<file path="src/rtl/trunc_mask_ctrl_pkg.sv">
// trunc_pkg: shared types and helpers for trunc_mask_ctrl.
// Holds the channel state enum, mode encoding and the level-to-mask rule.
package trunc_pkg;

  localparam int MAX_DATA_W = 256;

  typedef enum logic [1:0] {
    IDLE = 2'd0,
    WAIT = 2'd1,
    HOLD = 2'd2
  } ch_state_e;

  typedef logic ch_mode_t;

  localparam ch_mode_t MODE_STATIC = 1'b0;
  localparam ch_mode_t MODE_RAMP   = 1'b1;

  // nbits(k) = 2k + (k mod 2), capped so the MSB is never cleared.
  function automatic logic [MAX_DATA_W-1:0] level_to_mask(
    input int level,
    input int data_w
  );
    int                    nbits;
    logic [MAX_DATA_W-1:0] m;
    nbits = 2 * level + (level % 2);
    if (nbits > data_w - 1) nbits = data_w - 1;
    m = '0;
    for (int i = 0; i < MAX_DATA_W; i++) begin
      m[i] = (i < nbits);
    end
    return m;
  endfunction

endpackage

</file>
<file path="src/rtl/trunc_mask_ctrl_if.sv">
// trunc_cfg_if: config request channel for trunc_mask_ctrl.
// Ports: cfg_valid/cfg_ready handshake, cfg_ch, cfg_level, cfg_ramp.
interface trunc_cfg_if #(
  parameter int CH_W    = 2,
  parameter int LEVEL_W = 4
);

  logic               cfg_valid;
  logic               cfg_ready;
  logic [CH_W-1:0]    cfg_ch;
  logic [LEVEL_W-1:0] cfg_level;
  logic               cfg_ramp;

  modport master (
    output cfg_valid,
    output cfg_ch,
    output cfg_level,
    output cfg_ramp,
    input  cfg_ready
  );

  modport slave (
    input  cfg_valid,
    input  cfg_ch,
    input  cfg_level,
    input  cfg_ramp,
    output cfg_ready
  );

endinterface

</file>
<file path="src/rtl/trunc_mask_ctrl_ch_fsm.sv">
// trunc_ch_fsm: one channel of the truncation-mask controller.
// In: wr_en/wr_level/wr_ramp (accepted request), idle_i (lane idle).
// Out: busy_o, cur_o (applied level), mask_o (registered LSB mask).
module trunc_ch_fsm
  import trunc_pkg::*;
#(
  parameter int DATA_W   = 32,
  parameter int LEVEL_W  = 4,
  parameter int STEP_CYC = 16
) (
  input  logic               clk,
  input  logic               rst_n,
  input  logic               wr_en,
  input  logic [LEVEL_W-1:0] wr_level,
  input  logic               wr_ramp,
  input  logic               idle_i,
  output logic               busy_o,
  output logic [LEVEL_W-1:0] cur_o,
  output logic [DATA_W-1:0]  mask_o
);

  localparam int TMR_W =
    (STEP_CYC > 1) ? $clog2(STEP_CYC) : 1;
  localparam logic [TMR_W-1:0] TMR_LOAD =
    TMR_W'(STEP_CYC - 1);

  ch_state_e          state_q, state_d;
  ch_mode_t           mode_q, mode_d;
  logic [LEVEL_W-1:0] tgt_q, tgt_d;
  logic [LEVEL_W-1:0] cur_q, cur_d;
  logic [TMR_W-1:0]   timer_q, timer_d;
  logic [DATA_W-1:0]  mask_q, mask_d;

  always_ff @(posedge clk or negedge rst_n) begin
    if (!rst_n) begin
      state_q <= IDLE;
      mode_q  <= MODE_STATIC;
      tgt_q   <= '0;
      cur_q   <= '0;
      timer_q <= '0;
      mask_q  <= '0;
    end else begin
      state_q <= state_d;
      mode_q  <= mode_d;
      tgt_q   <= tgt_d;
      cur_q   <= cur_d;
      timer_q <= timer_d;
      mask_q  <= mask_d;
    end
  end

  always_comb begin
    state_d = state_q;
    mode_d  = mode_q;
    tgt_d   = tgt_q;
    cur_d   = cur_q;
    timer_d = timer_q;
    mask_d  = mask_q;
    unique case (state_q)
      IDLE: begin
        if (wr_en && (wr_level != cur_q)) begin
          tgt_d   = wr_level;
          mode_d  = wr_ramp;
          state_d = WAIT;
        end
      end
      WAIT: begin
        // Mask only moves while the lane is idle.
        if (idle_i) begin
          if (mode_q == MODE_RAMP) begin
            cur_d = (tgt_q > cur_q)
              ? cur_q + LEVEL_W'(1)
              : cur_q - LEVEL_W'(1);
          end else begin
            cur_d = tgt_q;
          end
          mask_d = DATA_W'(
            level_to_mask(int'(cur_d), DATA_W));
          if (cur_d == tgt_q) begin
            state_d = IDLE;
          end else begin
            state_d = HOLD;
            timer_d = TMR_LOAD;
          end
        end
      end
      HOLD: begin
        if (timer_q == '0) begin
          state_d = WAIT;
        end else begin
          timer_d = timer_q - TMR_W'(1);
        end
      end
      default: state_d = IDLE;
    endcase
  end

  assign busy_o = (state_q != IDLE);
  assign cur_o  = cur_q;
  assign mask_o = mask_q;

endmodule

</file>
<file path="src/rtl/trunc_mask_ctrl.sv">
// trunc_mask_ctrl: N_CH-channel truncation-mask controller.
// Ports: clk, rst_n, cfg (slave request port), ch_idle,
//        trunc_mask, cur_level, busy (per-channel, packed).
module trunc_mask_ctrl
  import trunc_pkg::*;
#(
  parameter int DATA_W   = 32,
  parameter int LEVEL_W  = 4,
  parameter int N_CH     = 4,
  parameter int STEP_CYC = 16,
  parameter int CH_W     =
    (N_CH > 1) ? $clog2(N_CH) : 1
) (
  input  logic                      clk,
  input  logic                      rst_n,
  trunc_cfg_if.slave                cfg,
  input  logic [N_CH-1:0]           ch_idle,
  output logic [N_CH*DATA_W-1:0]    trunc_mask,
  output logic [N_CH*LEVEL_W-1:0]   cur_level,
  output logic [N_CH-1:0]           busy
);

  logic [N_CH-1:0] busy_w;
  logic [N_CH-1:0] wr_en;
  logic            cfg_ready_c;

  // Out-of-range channels match no entry: ready stays 1
  // and no strobe fires, so the request is dropped.
  always_comb begin
    cfg_ready_c = 1'b1;
    for (int c = 0; c < N_CH; c++) begin
      if (cfg.cfg_ch == CH_W'(c)) begin
        cfg_ready_c = !busy_w[c];
      end
    end
    wr_en = '0;
    for (int c = 0; c < N_CH; c++) begin
      wr_en[c] = cfg.cfg_valid && cfg_ready_c
        && (cfg.cfg_ch == CH_W'(c));
    end
  end

  assign cfg.cfg_ready = cfg_ready_c;
  assign busy          = busy_w;

  for (genvar c = 0; c < N_CH; c++) begin : g_ch
    trunc_ch_fsm #(
      .DATA_W   (DATA_W),
      .LEVEL_W  (LEVEL_W),
      .STEP_CYC (STEP_CYC)
    ) u_ch (
      .clk      (clk),
      .rst_n    (rst_n),
      .wr_en    (wr_en[c]),
      .wr_level (cfg.cfg_level),
      .wr_ramp  (cfg.cfg_ramp),
      .idle_i   (ch_idle[c]),
      .busy_o   (busy_w[c]),
      .cur_o    (cur_level[c*LEVEL_W +: LEVEL_W]),
      .mask_o   (trunc_mask[c*DATA_W +: DATA_W])
    );
  end

endmodule

</file>
<file path="src/flat_wrapper.sv">
// flat-port wrapper written by rule: the top's interface ports become plain ports
module trunc_mask_ctrl_flat import trunc_pkg::*;
#(
  parameter int DATA_W   = 32,
  parameter int LEVEL_W  = 4,
  parameter int N_CH     = 4,
  parameter int STEP_CYC = 16,
  parameter int CH_W     =
    (N_CH > 1) ? $clog2(N_CH) : 1
)
  (clk, rst_n, ch_idle, trunc_mask, cur_level, busy, cfg_cfg_valid, cfg_cfg_ch, cfg_cfg_level, cfg_cfg_ramp, cfg_cfg_ready);
  trunc_cfg_if #(.CH_W(CH_W), .LEVEL_W(LEVEL_W)) cfg_i ();
  input  logic clk;
  input  logic rst_n;
  input  logic [N_CH-1:0] ch_idle;
  output logic [N_CH*DATA_W-1:0] trunc_mask;
  output logic [N_CH*LEVEL_W-1:0] cur_level;
  output logic [N_CH-1:0] busy;
  input wire logic [$bits(cfg_i.cfg_valid)-1:0] cfg_cfg_valid;
  input wire logic [$bits(cfg_i.cfg_ch)-1:0] cfg_cfg_ch;
  input wire logic [$bits(cfg_i.cfg_level)-1:0] cfg_cfg_level;
  input wire logic [$bits(cfg_i.cfg_ramp)-1:0] cfg_cfg_ramp;
  output wire logic [$bits(cfg_i.cfg_ready)-1:0] cfg_cfg_ready;
  assign cfg_i.cfg_valid = cfg_cfg_valid;
  assign cfg_i.cfg_ch = cfg_cfg_ch;
  assign cfg_i.cfg_level = cfg_cfg_level;
  assign cfg_i.cfg_ramp = cfg_cfg_ramp;
  assign cfg_cfg_ready = cfg_i.cfg_ready;
  trunc_mask_ctrl #(.DATA_W(DATA_W), .LEVEL_W(LEVEL_W), .N_CH(N_CH), .STEP_CYC(STEP_CYC), .CH_W(CH_W)) u_core (.clk(clk), .rst_n(rst_n), .cfg(cfg_i), .ch_idle(ch_idle), .trunc_mask(trunc_mask), .cur_level(cur_level), .busy(busy));
endmodule
</file>
<file path="config.mk">
export PLATFORM = sky130hd
export DESIGN_NAME = trunc_mask_ctrl_flat
export DESIGN_NICKNAME = d
export VERILOG_FILES = /design/src/rtl/trunc_mask_ctrl_pkg.sv /design/src/rtl/trunc_mask_ctrl_if.sv /design/src/rtl/trunc_mask_ctrl_ch_fsm.sv /design/src/rtl/trunc_mask_ctrl.sv /design/src/flat_wrapper.sv
export SDC_FILE = /design/constraint.sdc
export NUM_CORES = 1
export LEC_CHECK = 0
export ABC_AREA = 1
export BUFFER_PORTS_ARGS = -buffer_cell sky130_fd_sc_hd__buf_2
export CORE_MARGIN = 2
export CORE_UTILIZATION = 40
export CTS_CLUSTER_DIAMETER = 80
export DETAILED_ROUTE_END_ITERATION = 12
export PLACE_DENSITY_LB_ADDON = 0.15
export SLEW_MARGIN = 0
export SYNTH_ARGS = -nofsm -noshare
export SYNTH_HDL_FRONTEND = slang
export SYNTH_SLANG_ARGS = --single-unit
export TNS_END_PERCENT = 100
</file>
<file path="constraint.sdc">
create_clock -name clk -period 3.9 [get_ports clk]
set_input_delay 0.39 -clock clk [delete_from_list [all_inputs] [get_ports clk]]
set_output_delay 0.39 -clock clk [all_outputs]
set_load 0.02 [all_outputs]
</file>
==> impl_metrics.toml <==
[cells_and_area]
final_layout_size_suffix_gt1_share_pct = 23.28
n_antenna_cell = 0
layout_commonest_cell = "sky130_fd_sc_hd__nand2_1"
finish.utilization_pct = 47.41
area_growth_syn_to_layout_pct = 15.53
num-nets-final = 1139
stdcell_count = 1364
fillers = 1879
mostFrequentLayoutCells = "sky130_fd_sc_hd__nand2_1, sky130_fd_sc_hd__buf_2, sky130_fd_sc_hd__dfrtp_1, sky130_fd_sc_hd__inv_1, sky130_fd_sc_hd__nand3_1"

[worst_setup_path]
setup.worst_path.start_class = "flip-flop"
worst_setup_path_type = "reg -> reg"
cp_slowest_cell = "sky130_fd_sc_hd__dfrtp_1"
crit_buf_inv = 1
cp_max_fo = 9
required_worst_endpoint_ns = 4.20
endpoint_kind = "flip-flop"
timing.critical_path.cells = "inv_1, ha_1, a21oi_1, nand2_1, nand2_1, ha_1, a21oi_1, nand2_1, nand2_1, nand2_1, nand2_1, nand3_2, o21ai_2, nor2_8, a21oi_1, nand2_1"
critPathMaxStageDelay_ns = 0.46
timing.critical_path.mode_cell = "sky130_fd_sc_hd__nand2_1"
cpLargestDelayFamily = "compound AO/OA/AOI/OAI gates"
critical_path_arrival_ns = 3.26

[yosys]
netlist_instances = 987
synth-seq-area-share_pct = 43.07
yosys_register_bits = 133
syn_area_per_cell_um2 = 7.829
synth_xor_xnor_area_share_pct = 1.813
mappedNetlistArea_um2 = 7727
synth_fa_ha_area_share_pct = 5.894
yosysWarnings = 0
fraction_of_the_mapped_netlist_area_in_compound_gates_pct = 9.100
post_synth_and_or_nand_nor_area_fraction_pct = 27.41
synth_top_family_by_area = "simple AND/OR/NAND/NOR gates"
ys_types = 38
synth.area.mux_share_pct = 0
postSynth.topFlopCell = "sky130_fd_sc_hd__dfrtp_1"
async_flop_share_pct = 100.0
number_of_enable_type_register_cells_in_the_synthesized_netlist = 0

[clocking]
root_buffer = "sky130_fd_sc_hd__clkbuf_16"
ctsResizeCount = 0
cts_hold_repair_buffers = 0
worstSkewPairLatency_ns = 0.43
max-clock-path-buffers = 2
cts_setup_buffers = 0
cts_tree = "yes"
htreeDepth = 4
clkTransAtPathRegs_ns = 0.06
cts_buffers = 17
clk_sink_count = 133

[global_routing]
grt.overflow.total = 0
grt_use_total_pct = 18.42
maximum_number_of_pins_on_one_net_before_global_route_repair = 91
antenna_found_initial = 0
first_global_vias = 6047
grt_pass1_wl_um = 29970

[sta]
setup_viol = 0
rsz0062_at_grt = "false"
final_slew_viol_count = 0
worst_slew_pin_slew_ns = 0.8433
hold_ws_ns = 0.04500
final_worst_clock_skew_ns = 0.008219
timing.slew.headroom_pct = 43.78
final_min_period_over_clock_period_pct = 75.85
max_freq_mhz = 338.0
final_hold_viol_count = 0
finalWorstPathRequiredPeriod_ns = 2.958
totalNegativeSetupSlack_ns = 0

[floorplanning]
initial_core_util_pct = 41.04
dieArea_um2 = 20450
die_width_um = 143.0
rows = 50
die_height_um = 143.0
core_area_um2 = 18830
i_o_pin_count = 163

[run]
maxCapViolations = 0

[placement]
place.gp.congestion = 0.8595
portBuffers = 158
dp_hpwl_um = 13180
placedCellCount = 1332

[routing]
drtIter0Drc = 295
antenna_violating_nets_post_route = 0
route.detailed.vias_per_inst = 4.695
wire_per_inst_um = 13.23
route.detailed.drc = 0
dr.pass1.iters = 5
detailroute.via_count = 6404
detail_route.wirelength_um = 18040

[min_path]
hold_path.class = "in -> async"

[status]
status = "finished, final reports clean"
[final timing paths]
check / start / to / slack [ns] / cells after the start
min reg2reg: u_core.g_ch[1].u_ch.mask_o[27] / u_core.g_ch[1].u_ch.mask_o[27] / 0.47 / 2
min: rst_n / u_core.g_ch[3].u_ch.mask_o[0] / 0.04 / 1
min in group clk: ch_idle[3] / u_core.g_ch[3].u_ch.state_q[0] / 0.23 / 4
max reg2reg: u_core.g_ch[2].u_ch.cur_o[3] / u_core.g_ch[2].u_ch.mask_o[12] / 0.94 / 16
max: u_core.g_ch[2].u_ch.cur_o[3] / u_core.g_ch[2].u_ch.mask_o[12] / 0.94 / 16
max in group asynchronous: rst_n / u_core.g_ch[1].u_ch.mask_o[26] / 2.98 / 2
[worst reg2reg max path, cell delays in order (launching register included)]
cell	delay [ns]
sky130_fd_sc_hd__dfrtp_1	0.46
sky130_fd_sc_hd__inv_1	0.13
sky130_fd_sc_hd__ha_1	0.32
sky130_fd_sc_hd__a21oi_1	0.27
sky130_fd_sc_hd__nand2_1	0.09
sky130_fd_sc_hd__nand2_1	0.17
sky130_fd_sc_hd__ha_1	0.27
sky130_fd_sc_hd__a21oi_1	0.23
sky130_fd_sc_hd__nand2_1	0.10
sky130_fd_sc_hd__nand2_1	0.07
sky130_fd_sc_hd__nand2_1	0.06
sky130_fd_sc_hd__nand2_1	0.09
sky130_fd_sc_hd__nand3_2	0.08
sky130_fd_sc_hd__o21ai_2	0.15
sky130_fd_sc_hd__nor2_8	0.08
sky130_fd_sc_hd__a21oi_1	0.21
sky130_fd_sc_hd__nand2_1	0.08
[area by class of cell]
class,instances,area [um^2],area share (%)
Tap cell,260,325.3,3.644
Multi-Input combinational cell,663,3432,38.44
Timing Repair Buffer,161,819.5,9.180
Clock inverter,14,151.4,1.696
Sequential cell,133,3328,37.28
Inverter,115,431.7,4.835
Clock buffer,18,439.2,4.919
[Yosys cell counts (3+ instances only)]
master	n	area, um^2
sky130_fd_sc_hd__nand3_1	92	460.4
sky130_fd_sc_hd__nand2_2	11	68.82
sky130_fd_sc_hd__xor2_1	10	87.58
sky130_fd_sc_hd__fa_1	4	80.08
sky130_fd_sc_hd__ha_1	30	375.4
sky130_fd_sc_hd__nand4_1	14	87.58
sky130_fd_sc_hd__dfrtp_1	133	3328
sky130_fd_sc_hd__inv_2	13	48.80
sky130_fd_sc_hd__a21oi_1	20	100.1
sky130_fd_sc_hd__nor2_1	29	108.9
sky130_fd_sc_hd__or2_2	8	50.05
sky130_fd_sc_hd__o21ai_1	22	110.1
sky130_fd_sc_hd__buf_2	7	35.03
sky130_fd_sc_hd__o21ai_0	43	215.2
sky130_fd_sc_hd__xnor2_1	6	52.55
sky130_fd_sc_hd__o21ai_2	17	148.9
sky130_fd_sc_hd__inv_1	101	379.1
sky130_fd_sc_hd__nand3_2	4	40.04
sky130_fd_sc_hd__nor2_4	3	33.78
sky130_fd_sc_hd__clkbuf_1	8	30.03
sky130_fd_sc_hd__nor3_1	5	25.02
sky130_fd_sc_hd__buf_4	62	465.5
sky130_fd_sc_hd__nand2_1	321	1205
sky130_fd_sc_hd__a21oi_2	6	52.55
[state kept, by name (all words and copies together) (netlist names)]
register and count:
u_core.g_ch.u_ch.cur_o 16, u_core.g_ch.u_ch.mask_o 73, u_core.g_ch.u_ch.mode_q 4, u_core.g_ch.u_ch.state_q 8, u_core.g_ch.u_ch.tgt_q 16, u_core.g_ch.u_ch.timer_q 16
[through the flow]
stage	setup WS, ns	instance area (um^2)
after CTS	0.9412	8927
after global routing	0.5949	8927
final	0.9417	8927
after global placement	0.9846	8337
after floorplan	1.243	7739
after detailed placement	0.9585	8337
[per-layer routing]
| layer | track usage, % | part of all wire [%] |
|---|---|---|
| met2 | 28.86 | 45 |
| met1 | 25.59 | 49 |
| met4 | 5.211 | 1.0 |
| met5 | 0 | 0 |
| met3 | 4.192 | 4.7 |
[cell families after synthesis]
logic type	Yosys count
other	1
flip-flops	133
adder cells (fa/ha/maj)	34
AND/OR/NAND/NOR	491
buffers and inverters	194
XOR/XNOR	16
AO/OA/AOI/OAI	118
Power is left out: the tool's default activity adds up to more than one toggle a clock period on the data nets, which glitch-free logic cannot reach.
